===== config.mk =====
export PLATFORM = sky130hd
export DESIGN_NAME = mips32_fetch_queue
export DESIGN_NICKNAME = d
export VERILOG_FILES = /design/src/rtl/mips32_fetch_queue.sv
export SDC_FILE = /design/constraint.sdc
export NUM_CORES = 1
export LEC_CHECK = 0
export ABC_AREA = 1
export BUFFER_PORTS_ARGS = -buffer_cell sky130_fd_sc_hd__buf_2
export CORE_ASPECT_RATIO = 0.5
export CORE_UTILIZATION = 25
export DETAILED_ROUTE_END_ITERATION = 8
export GPL_ROUTABILITY_DRIVEN = 0
export MAX_ROUTING_LAYER = met4
export RECOVER_POWER = 100
export SYNTH_ARGS = -nofsm -noshare
export SYNTH_HDL_FRONTEND = slang
export SYNTH_SLANG_ARGS = --single-unit
export TNS_END_PERCENT = 100

===== constraint.sdc =====
create_clock -name clk1 -period 13.01 [get_ports clk1]
set_input_delay 2.602 -clock clk1 [delete_from_list [all_inputs] [get_ports clk1]]
set_output_delay 2.602 -clock clk1 [all_outputs]
set_load 0.02 [all_outputs]

===== src/rtl/mips32_fetch_queue.sv =====
// Instruction-fetch front end: one-outstanding req/ack fetcher feeding a small {instr, npc} FIFO.
// Optional MIPS32_FQ_HLT_STOP_EN: a fetched HLT opcode stops further requests until flush or reset.
module mips32_fetch_queue #(
    parameter int          DEPTH    = 4,
    parameter logic [31:0] RESET_PC = 32'd0
) (
    input  logic        clk1,
    input  logic        rst,
    output logic        imem_req,
    output logic [31:0] imem_addr,
    input  logic        imem_ack,
    input  logic [31:0] imem_rdata,
    input  logic        branch_taken,
    input  logic [31:0] branch_target,
    input  logic        halt,
    output logic        out_valid,
    input  logic        out_ready,
    output logic [31:0] out_instr,
    output logic [31:0] out_npc
);

    localparam int AW = $clog2(DEPTH);
    localparam int CW = AW + 1;

    typedef struct packed {
        logic [31:0] instr;
        logic [31:0] npc;
    } entry_t;

    entry_t          mem [DEPTH];
    logic [AW-1:0]   rd_ptr;
    logic [AW-1:0]   wr_ptr;
    logic [CW-1:0]   count;
    logic [31:0]     pc;
    logic            discard;
    logic            hlt_stop;

    logic            ack_live;
    logic            push;
    logic            pop;
    logic            issue;
    logic            hlt_hit;
    logic [AW-1:0]   rd_next;
    logic [CW-1:0]   count_next;
    entry_t          push_entry;
    entry_t          head_next;

    // A flush overrides both a push and a pop landing in the same cycle.
    always_comb begin
        ack_live   = imem_req && imem_ack;
        push       = ack_live && !discard && !branch_taken;
        pop        = out_valid && out_ready && !branch_taken;
        push_entry = '{instr: imem_rdata, npc: imem_addr + 32'd1};
        rd_next    = pop ? rd_ptr + AW'(1) : rd_ptr;
        count_next = count + CW'(push) - CW'(pop);
        // The slot is implicitly reserved: only one request is in flight and it
        // issues only while count < DEPTH, so a push always finds room.
        issue      = !imem_req && !halt && (count < CW'(DEPTH)) && !branch_taken && !hlt_stop;
        // An empty-after-pop queue receiving a push presents the pushed word as head.
        head_next  = (push && (rd_next == wr_ptr)) ? push_entry : mem[rd_next];
    end

`ifdef MIPS32_FQ_HLT_STOP_EN
    always_comb hlt_hit = push && (imem_rdata[31:26] == 6'b111111);
`else
    always_comb hlt_hit = 1'b0;
`endif

    // NOTE: queue storage carries no reset; entries are only read once count says they were written.
    always_ff @(posedge clk1) begin
        if (push) mem[wr_ptr] <= push_entry;
    end

    // NOTE: all state here uses non-blocking assignments so every register sees pre-edge values.
    always_ff @(posedge clk1 or posedge rst) begin
        if (rst) begin
            imem_req  <= 1'b0;
            imem_addr <= RESET_PC;
            pc        <= RESET_PC;
            discard   <= 1'b0;
            hlt_stop  <= 1'b0;
            rd_ptr    <= '0;
            wr_ptr    <= '0;
            count     <= '0;
            out_valid <= 1'b0;
            out_instr <= 32'd0;
            out_npc   <= 32'd0;
        end else if (branch_taken) begin
            pc        <= branch_target;
            rd_ptr    <= '0;
            wr_ptr    <= '0;
            count     <= '0;
            out_valid <= 1'b0;
            hlt_stop  <= 1'b0;
            if (ack_live) begin
                imem_req <= 1'b0;
                discard  <= 1'b0;
            end else if (imem_req) begin
                discard  <= 1'b1;
            end
        end else begin
            if (ack_live) begin
                imem_req <= 1'b0;
                discard  <= 1'b0;
                if (!discard) pc <= imem_addr + 32'd1;
            end else if (issue) begin
                imem_req  <= 1'b1;
                imem_addr <= pc;
            end
            if (push) wr_ptr <= wr_ptr + AW'(1);
            if (hlt_hit) hlt_stop <= 1'b1;
            rd_ptr    <= rd_next;
            count     <= count_next;
            out_valid <= (count_next != '0);
            if (count_next != '0) begin
                out_instr <= head_next.instr;
                out_npc   <= head_next.npc;
            end
        end
    end

endmodule

==> impl_results.md, run 1 <==
* Most used cell, CP: clkbuf_1
* Worst Path Max Fanout at 54
* Largest cells by area after synthesis: edfxtp_1 (45%), dfrtp_1 (20%), nand2_1 (17%), nand3_1 (7.1%), inv_1 (3.4%)
* Via Count at roughly 13000
* Shortest period the worst path allows at approximately 9.2 ns
* Relative slew slack at -212%
* Synth top area share at 44.6%
* Bufs and invs on worst path at 4
* Fmax at 109 MHz
* Failing checks: capacitance limit, slew limit
* Worst endpoint required time at 13.06 ns
* Largest net degree at the start of global routing at 91
* Ports at between 150 and 200
* CTS Buffer Depth at 3
* Post-synth EDFFs at roughly 260
* Worst setup EP type: flip-flop
* Cts hold-fix bufs at 0
* Initial antenna violation count at 4
* Total track usage at between 10 and 15%
* Final routed DRC violation total at 0
* Critical Path Max Stage Delay at 2.73 ns
* CP Launch Type: input port
* Vias/cell at between 4 and 5
* Placed instance count at between 2000 and 3000
* Highest metal used: met4
* HP Start: out_instr[7]
* Remaining antenna violation count after routing at 0
* Fillers at just over 7000
* Cells after Synth at between 1500 and 2000
* Synth Warn # at 0
* Rows at between 60 and 70
* Dpl hpwl at roughly 27000 µm
* Area grow syn2layout at 16.6%
* P_leak at around 8.4 nW
* Seq/Total Area, Yosys at 64.6%
* Largest area contributor in the netlist: edfxtp_1
* Crit path DAT at about 9 ns
* Layout cells sized above 1 at around 6%
* CTS buffer count at 42
* Status: finished, violations left
* Vias in the first global route at around 13000
* Worst-path cell chain: clkbuf_1 > nor2_1 > inv_1 > clkbuf_1 > nor2_1 > clkbuf_1
* Initial core utilization at 25.5%
* First-pass GRT wire length at just over 70000 µm
* Setup TNS Final at 0 ns
* # port buffers at 167
* Synthesized cell area at between 0.015 and 0.02 mm²
* Die area at around 0.07 mm²
* Root buffer cell: clkbuf_16
* Met2 wire len at approximately 24000 µm
* Max cap viols at 10
* Final setup violation count at 0
* Total grt overflow at 0
* Synthesized Nets at approximately 1900
* CP startpoint: branch_taken
* Fin. Hold Viols at 0
* H-Tree Depth at 2
* Metal3 WL at approximately 2000 µm
* WL final at approximately 46000 µm
* CTS Sinks at roughly 390
* # Post-CTS Setup Buffers at 0
* Post-synthesis average cell area at 9.51 µm²
* Fin cells at between 2000 and 3000
* Asr flop ratio synth at 35.0%
* Peak VDD IR at approximately 0.000096 V
* Core footprint at just under 0.07 mm²
* CTS tree: done
* Die Y-Extent at approximately 190 µm
* Layout net count at just over 2000
* Post-cts gate resize count at 0
* Power density cells at roughly 200 mW/mm²
* Slew @ Worst Pin at roughly 4.7 ns
* Commonest cells post-synth: nand2_1 (760), edfxtp_1 (256), nand3_1 (245)
* Flops & latches, synth at roughly 400
* Hold Crit Class: reg -> reg
* Post-route clock period utilization at between 70 and 80%
* M1 WL at between 15000 and 20000 µm
* Synth unique cells at 32
* Final total power at 4.08 mW
* RSZ-0062 raised after global routing: no
* First-pass DRT Iterations at 5
* RR Startpoint: imem_req
* CP Class: in -> reg
* Slew Limit Fails at 545
* Die X-Extent at 373 µm
* Top Family by Delay on Critical Path: buffers and inverters
* Worst Clk Skew at approximately 0.022 ns
* CP max stage cell: clkbuf_1
* Top FF cell, synth: edfxtp_1
* Reg clk slew, reported paths at 0.05 ns
* DR WL/cell at around 16 µm
* Most common cell in the netlist: nand2_1
* Initial drt markers at just under 1000
* Worst-Skew Late Latency at 0.55 ns
## worst register-to-register path, cell delays in order, from the launching register on
cell and delay [ns]:
dfrtp_1 0.42, nand3_1 0.13, nor2_1 1.03, inv_1 0.10
clkbuf_1 0.59, nor2_1 1.05, clkbuf_1 2.73
## registers in the layout (all words and copies together), names as in the netlist
signal     count
count          3
wr_ptr         2
out_npc       32
rd_ptr         2
out_valid      1
mem          256
pc            32
imem_req       1
imem_addr     32
out_instr     32
discard        1
## final timing paths
check / to / slack (ns) / cells past startpoint
min in group asynchronous: imem_addr[5] / 3.13 / 2
setup / recovery: mem[3][45] / 3.86 / 6
hold reg to reg: out_instr[7] / 0.48 / 2
max in group asynchronous: count[1] / 5.25 / 3
setup reg to reg: mem[3][45] / 6.45 / 6
hold / removal: out_instr[7] / 0.48 / 2
## metal layers
metal  GRT usage, %  vias to the layer above
li1               -                     6187
met1           15.9                     6195
met2           23.3                      301
met3           1.73                       92
met4           5.49                        0
met5              -                        -
## power by group
group | internal [mW] | total [mW] | switching [mW]
Sequential | 1.59 | 1.76 | 0.169
Combinational | 0.319 | 1.19 | 0.872
Clock | 0.662 | 1.14 | 0.474
Total | 2.57 | 4.08 | 1.52
## stage by stage
stage,cell area (µm²),utilization [%],hold WS (ns),setup slack [ns]
floorplan,17200,-,0.466,6.53
global placement,19000,28.1,0.460,5.88
detailed placement,19000,28.1,0.462,5.78
CTS,20300,30.1,0.480,6.32
global route,20100,29.7,0.495,3.30
finish,20100,29.7,0.479,3.86
## cells by family after synthesis
logic type / share of synthesized area (%)
flops: 64.6
simple gates: 25.8
compound gates: 2.47
xor+xnor: 0.508
buf+inv: 5.66
fa+ha+maj: 0.624
mux: 0.261
## layout by cell type, fill, tap and decap left out
| cell | netlist | final |
|---|---|---|
| nor2_2 | 3 | 1 |
| mux2_2 | 4 | 4 |
| a21oi_4 | 0 | 1 |
| nor3_1 | 2 | 2 |
| ha_1 | 7 | 7 |
| diode_2 | 0 | 4 |
| edfxtp_1 | 256 | 256 |
| fa_1 | 1 | 1 |
| nand2_2 | 2 | 3 |
| o211ai_1 | 20 | 20 |
| o21ai_0 | 29 | 29 |
| or2_2 | 3 | 3 |
| clkinv_1 | 1 | 6 |
| and3_1 | 1 | 1 |
| nand3b_1 | 3 | 3 |
| nand2_1 | 760 | 758 |
| buf_4 | 7 | 11 |
| inv_1 | 155 | 156 |
| clkinv_2 | 0 | 6 |
| clkbuf_16 | 0 | 45 |
| buf_2 | 29 | 36 |
| a22oi_1 | 1 | 1 |
| nand4_1 | 1 | 1 |
| clkinvlp_2 | 0 | 1 |
| a21oi_1 | 7 | 6 |
| nand3_2 | 2 | 3 |
| nor2_1 | 61 | 63 |
| clkbuf_1 | 35 | 154 |
| inv_2 | 3 | 1 |
| xor2_1 | 6 | 6 |
| xnor2_1 | 4 | 4 |
| nand2_4 | 0 | 1 |
| clkbuf_8 | 0 | 5 |
| dfrtp_1 | 138 | 138 |
| nor2_4 | 2 | 2 |
| nand3_1 | 245 | 244 |
| and2_1 | 1 | 1 |
| o221ai_1 | 10 | 10 |
## cell type report
| class | instances | area [µm²] | area share [%] |
|---|---|---|---|
| Timing Repair Buffer | 184 | 777 | 3.87 |
| Sequential cell | 394 | 11100 | 55.4 |
| Clock buffer | 67 | 1260 | 6.26 |
| Clock inverter | 11 | 48.8 | 0.243 |
| Inverter | 159 | 598 | 2.98 |
| Antenna cell | 4 | 10.0 | 0.0498 |
| Tap cell | 897 | 1120 | 5.59 |
| Multi-Input combinational cell | 1175 | 5140 | 25.6 |
No activity file was read; power rests on OpenSTA's default activity.
==> inputs of run 2 (changes only) <==
- clock period: 13.01 -> 7.7 ns (I/O delays scaled with it)
==> run 2 against run 1 <==
Against the previous run: the run still ends with capacitance limit, slew limit left; combinational power rose by 69%; wire length increased by 1.2%; final area rose by 0.36%; via count shrank 0.20%; clock power up 77%; non-clock buffer count unchanged; worst setup slack worse by 2.4 ns; clock skew down 0.0018 ns; register-to-register slack worse by 3.4 ns; cell count decreased by 0.14%; utilization up 0.11 points.
==> impl_results.md, run 2 (synthesis results as in run 1) <==
* Status: finished, violations left
* Failing checks: capacitance limit, slew limit
* Ports at 168 (unchanged)
* CTS tree: done
* Post-cts gate resize count at 0 (unchanged)
* CP Class: in -> reg
* Hold Crit Depth at 2 (unchanged)
* Max reg flops at 256 (unchanged)
* Grt peak-use layer: met2
* Remaining antenna violation count after routing at 0 (unchanged)
* Slew @ Worst Pin at 3.81 ns (-0.864 ns)
* RSZ-0062 raised after global routing: no
* Sequential share of power at 42.4% (-0.6 points)
* Worst setup EP type: flip-flop
* # port buffers at 167 (unchanged)
* H-Tree Depth at 2 (unchanged)
* Largest Register: mem
* CTS buffer count at 42 (unchanged)
* Relative slew slack at -156% (+56 points)
* Most common cell after layout, fill and taps aside: nand2_1
* Cts hold-fix bufs at 0 (unchanged)
* Shortest period the worst path allows at 6.23 ns
* Root buffer cell: clkbuf_16
* Sw frac at 37.0% (-0.14 points)
* Largest net degree at the start of global routing at 82 (-9.9%)
* Final routed DRC violation total at 0 (unchanged)
* Max cap viols at 6 (-4)
* Dpl hpwl at 28400 µm (+3.8%)
* Area grow syn2layout at 17.0%
* Peak VDD IR at 0.000237 V (+150%)
* Die X-Extent at 373 µm (unchanged)
* # Post-CTS Setup Buffers at 0 (unchanged)
* Total grt overflow at 0 (unchanged)
* First-pass DRT Iterations at 7 (+2)
* P_leak at 8.49 nW (+0.46%)
* Clk network pwr share at 28.9% (+1.1 points)
* Worst Path Max Fanout at 43 (-20%)
* Setup TNS Final at 0 ns (unchanged)
* Worst endpoint required time at 7.68 ns (-5.38 ns)
* Worst-Skew Late Latency at 0.55 ns (about the same)
* Final setup violation count at 0 (unchanged)
* CP Launch Type: input port
* Die area at 0.0700 mm² (unchanged)
* Total track usage at 13.5% (+0.038 points)
* Grt met3 use at 1.61% (-0.12 points)
* Vias/cell at 4.42 (about the same)
* Initial antenna violation count at 1 (-3)
* DR WL/cell at 16.2 µm (+1.3%)
* Fin. Hold Viols at 0 (unchanged)
* Core footprint at 0.0676 mm² (unchanged)
* Via Count at 12750 (-0.20%)
* CTS Sinks at 394 (unchanged)
* Vias in the first global route at 12444 (-0.68%)
* Layout cells sized above 1 at 6.79% (+0.61 points)
* Worst Clk Skew at 0.0199 ns (-0.00184 ns)
* Reg clk slew, reported paths at 0.06 ns (about the same)
* Power density cells at 347 mW/mm² (+71%)
* Slew Limit Fails at 343 (-37%)
* Crit path DAT at 6.20 ns (-3.00 ns)
* Die Y-Extent at 188 µm (unchanged)
* Min Hold Slack at 0.480 ns (+0.000825 ns)
* GR Util met1 at 15.7% (-0.21 points)
* Final total power at 6.99 mW (+71%)
* Layout net count at 2034 (unchanged)
* WL final at 46800 µm (+1.2%)
* GRT met2 Usage at 23.9% (+0.55 points)
* Most frequent cells in the layout: nand2_1 (757), edfxtp_1 (256), nand3_1 (245)
* Post-route clock period utilization at approximately four fifths
* Initial core utilization at 25.5% (unchanged)
* Fmax at roughly 160 MHz
* CTS Buffer Depth at 3 (unchanged)
* Internal at 4.41 mW (+72%)
* Reg2reg path depth at 7 (+1)
* Initial drt markers at 854 (-12%)
* Rows at 67 (unchanged)
* Sw power at 2.58 mW (+71%)
* Comb pwr share at 28.7% (-0.5 points)
* First-pass GRT wire length at 71800 µm (-0.83%)
* Hold Crit Class: reg -> reg
run 2: changes by cell type in the layout (fill, tap and decap cells not counted), sizes merged:
cell	change
clkinv	+4
clkinvlp	+1
inv	+1
diode	-3
bufinv	+4
clkbuf	-10
buf	-1
run 2: critical path: stages:
cell and delay [ns]:
clkbuf_1 1.41, nor2_2 0.55, inv_1 0.21, clkbuf_1 1.10
nor2_4 0.40, clkbuf_2 0.90
run 2: metal layers:
layer	wire, µm	up-vias
met4	1780	0
met5	0	-
met1	19200	6195
li1	-	6197
met3	1720	91
met2	24000	267
run 2: metrics by stage:
| stage | util, % | std cells | setup slack (ns) | instance area (µm²) |
|---|---|---|---|---|
| floorplan | - | 1812 | 2.28 | 17200 |
| global placement | 28.1 | 2809 | 2.03 | 19000 |
| detailed placement | 28.1 | 2809 | 1.89 | 19000 |
| CTS | 30.2 | 2886 | 2.44 | 20400 |
| global route | 29.8 | 2887 | 1.11 | 20200 |
| finish | 29.8 | 2887 | 1.47 | 20200 |
run 2: path summary, 6_finish.rpt:
| check | from | endpoint | slack [ns] |
|---|---|---|---|
| setup / recovery | branch_taken | mem[3][45] | 1.47 |
| hold / removal | out_npc[10] | out_npc[10] | 0.48 |
| setup reg to reg | discard | mem[1][8] | 3.10 |
| hold reg to reg | out_npc[10] | out_npc[10] | 0.48 |
| max in group asynchronous | rst | out_npc[16] | 2.63 |
| min in group asynchronous | rst | pc[2] | 2.12 |
run 2: power by group through the flow:
stage	sequential, mW	clock (mW)	combinational, mW
6_report	2.97	2.02	2.01
5_1_grt	3.00	2.13	2.24
4_1_cts	2.96	2.05	2.10
3_5_place_dp	3.00	0	2.10
3_3_place_gp	2.99	0	2.06
2_1_floorplan	3.22	0	1.06
run 2: final cells by class:
class                   count  area [µm²]
diodes                      1        2.50
clock buffers              56        1160
clock inverters            21         206
fillers                  7043       47400
inverters                 159         598
multi-input cells        1175        5150
flip-flops and latches    394       11100
well taps                 897        1120
repair buffers            184         778
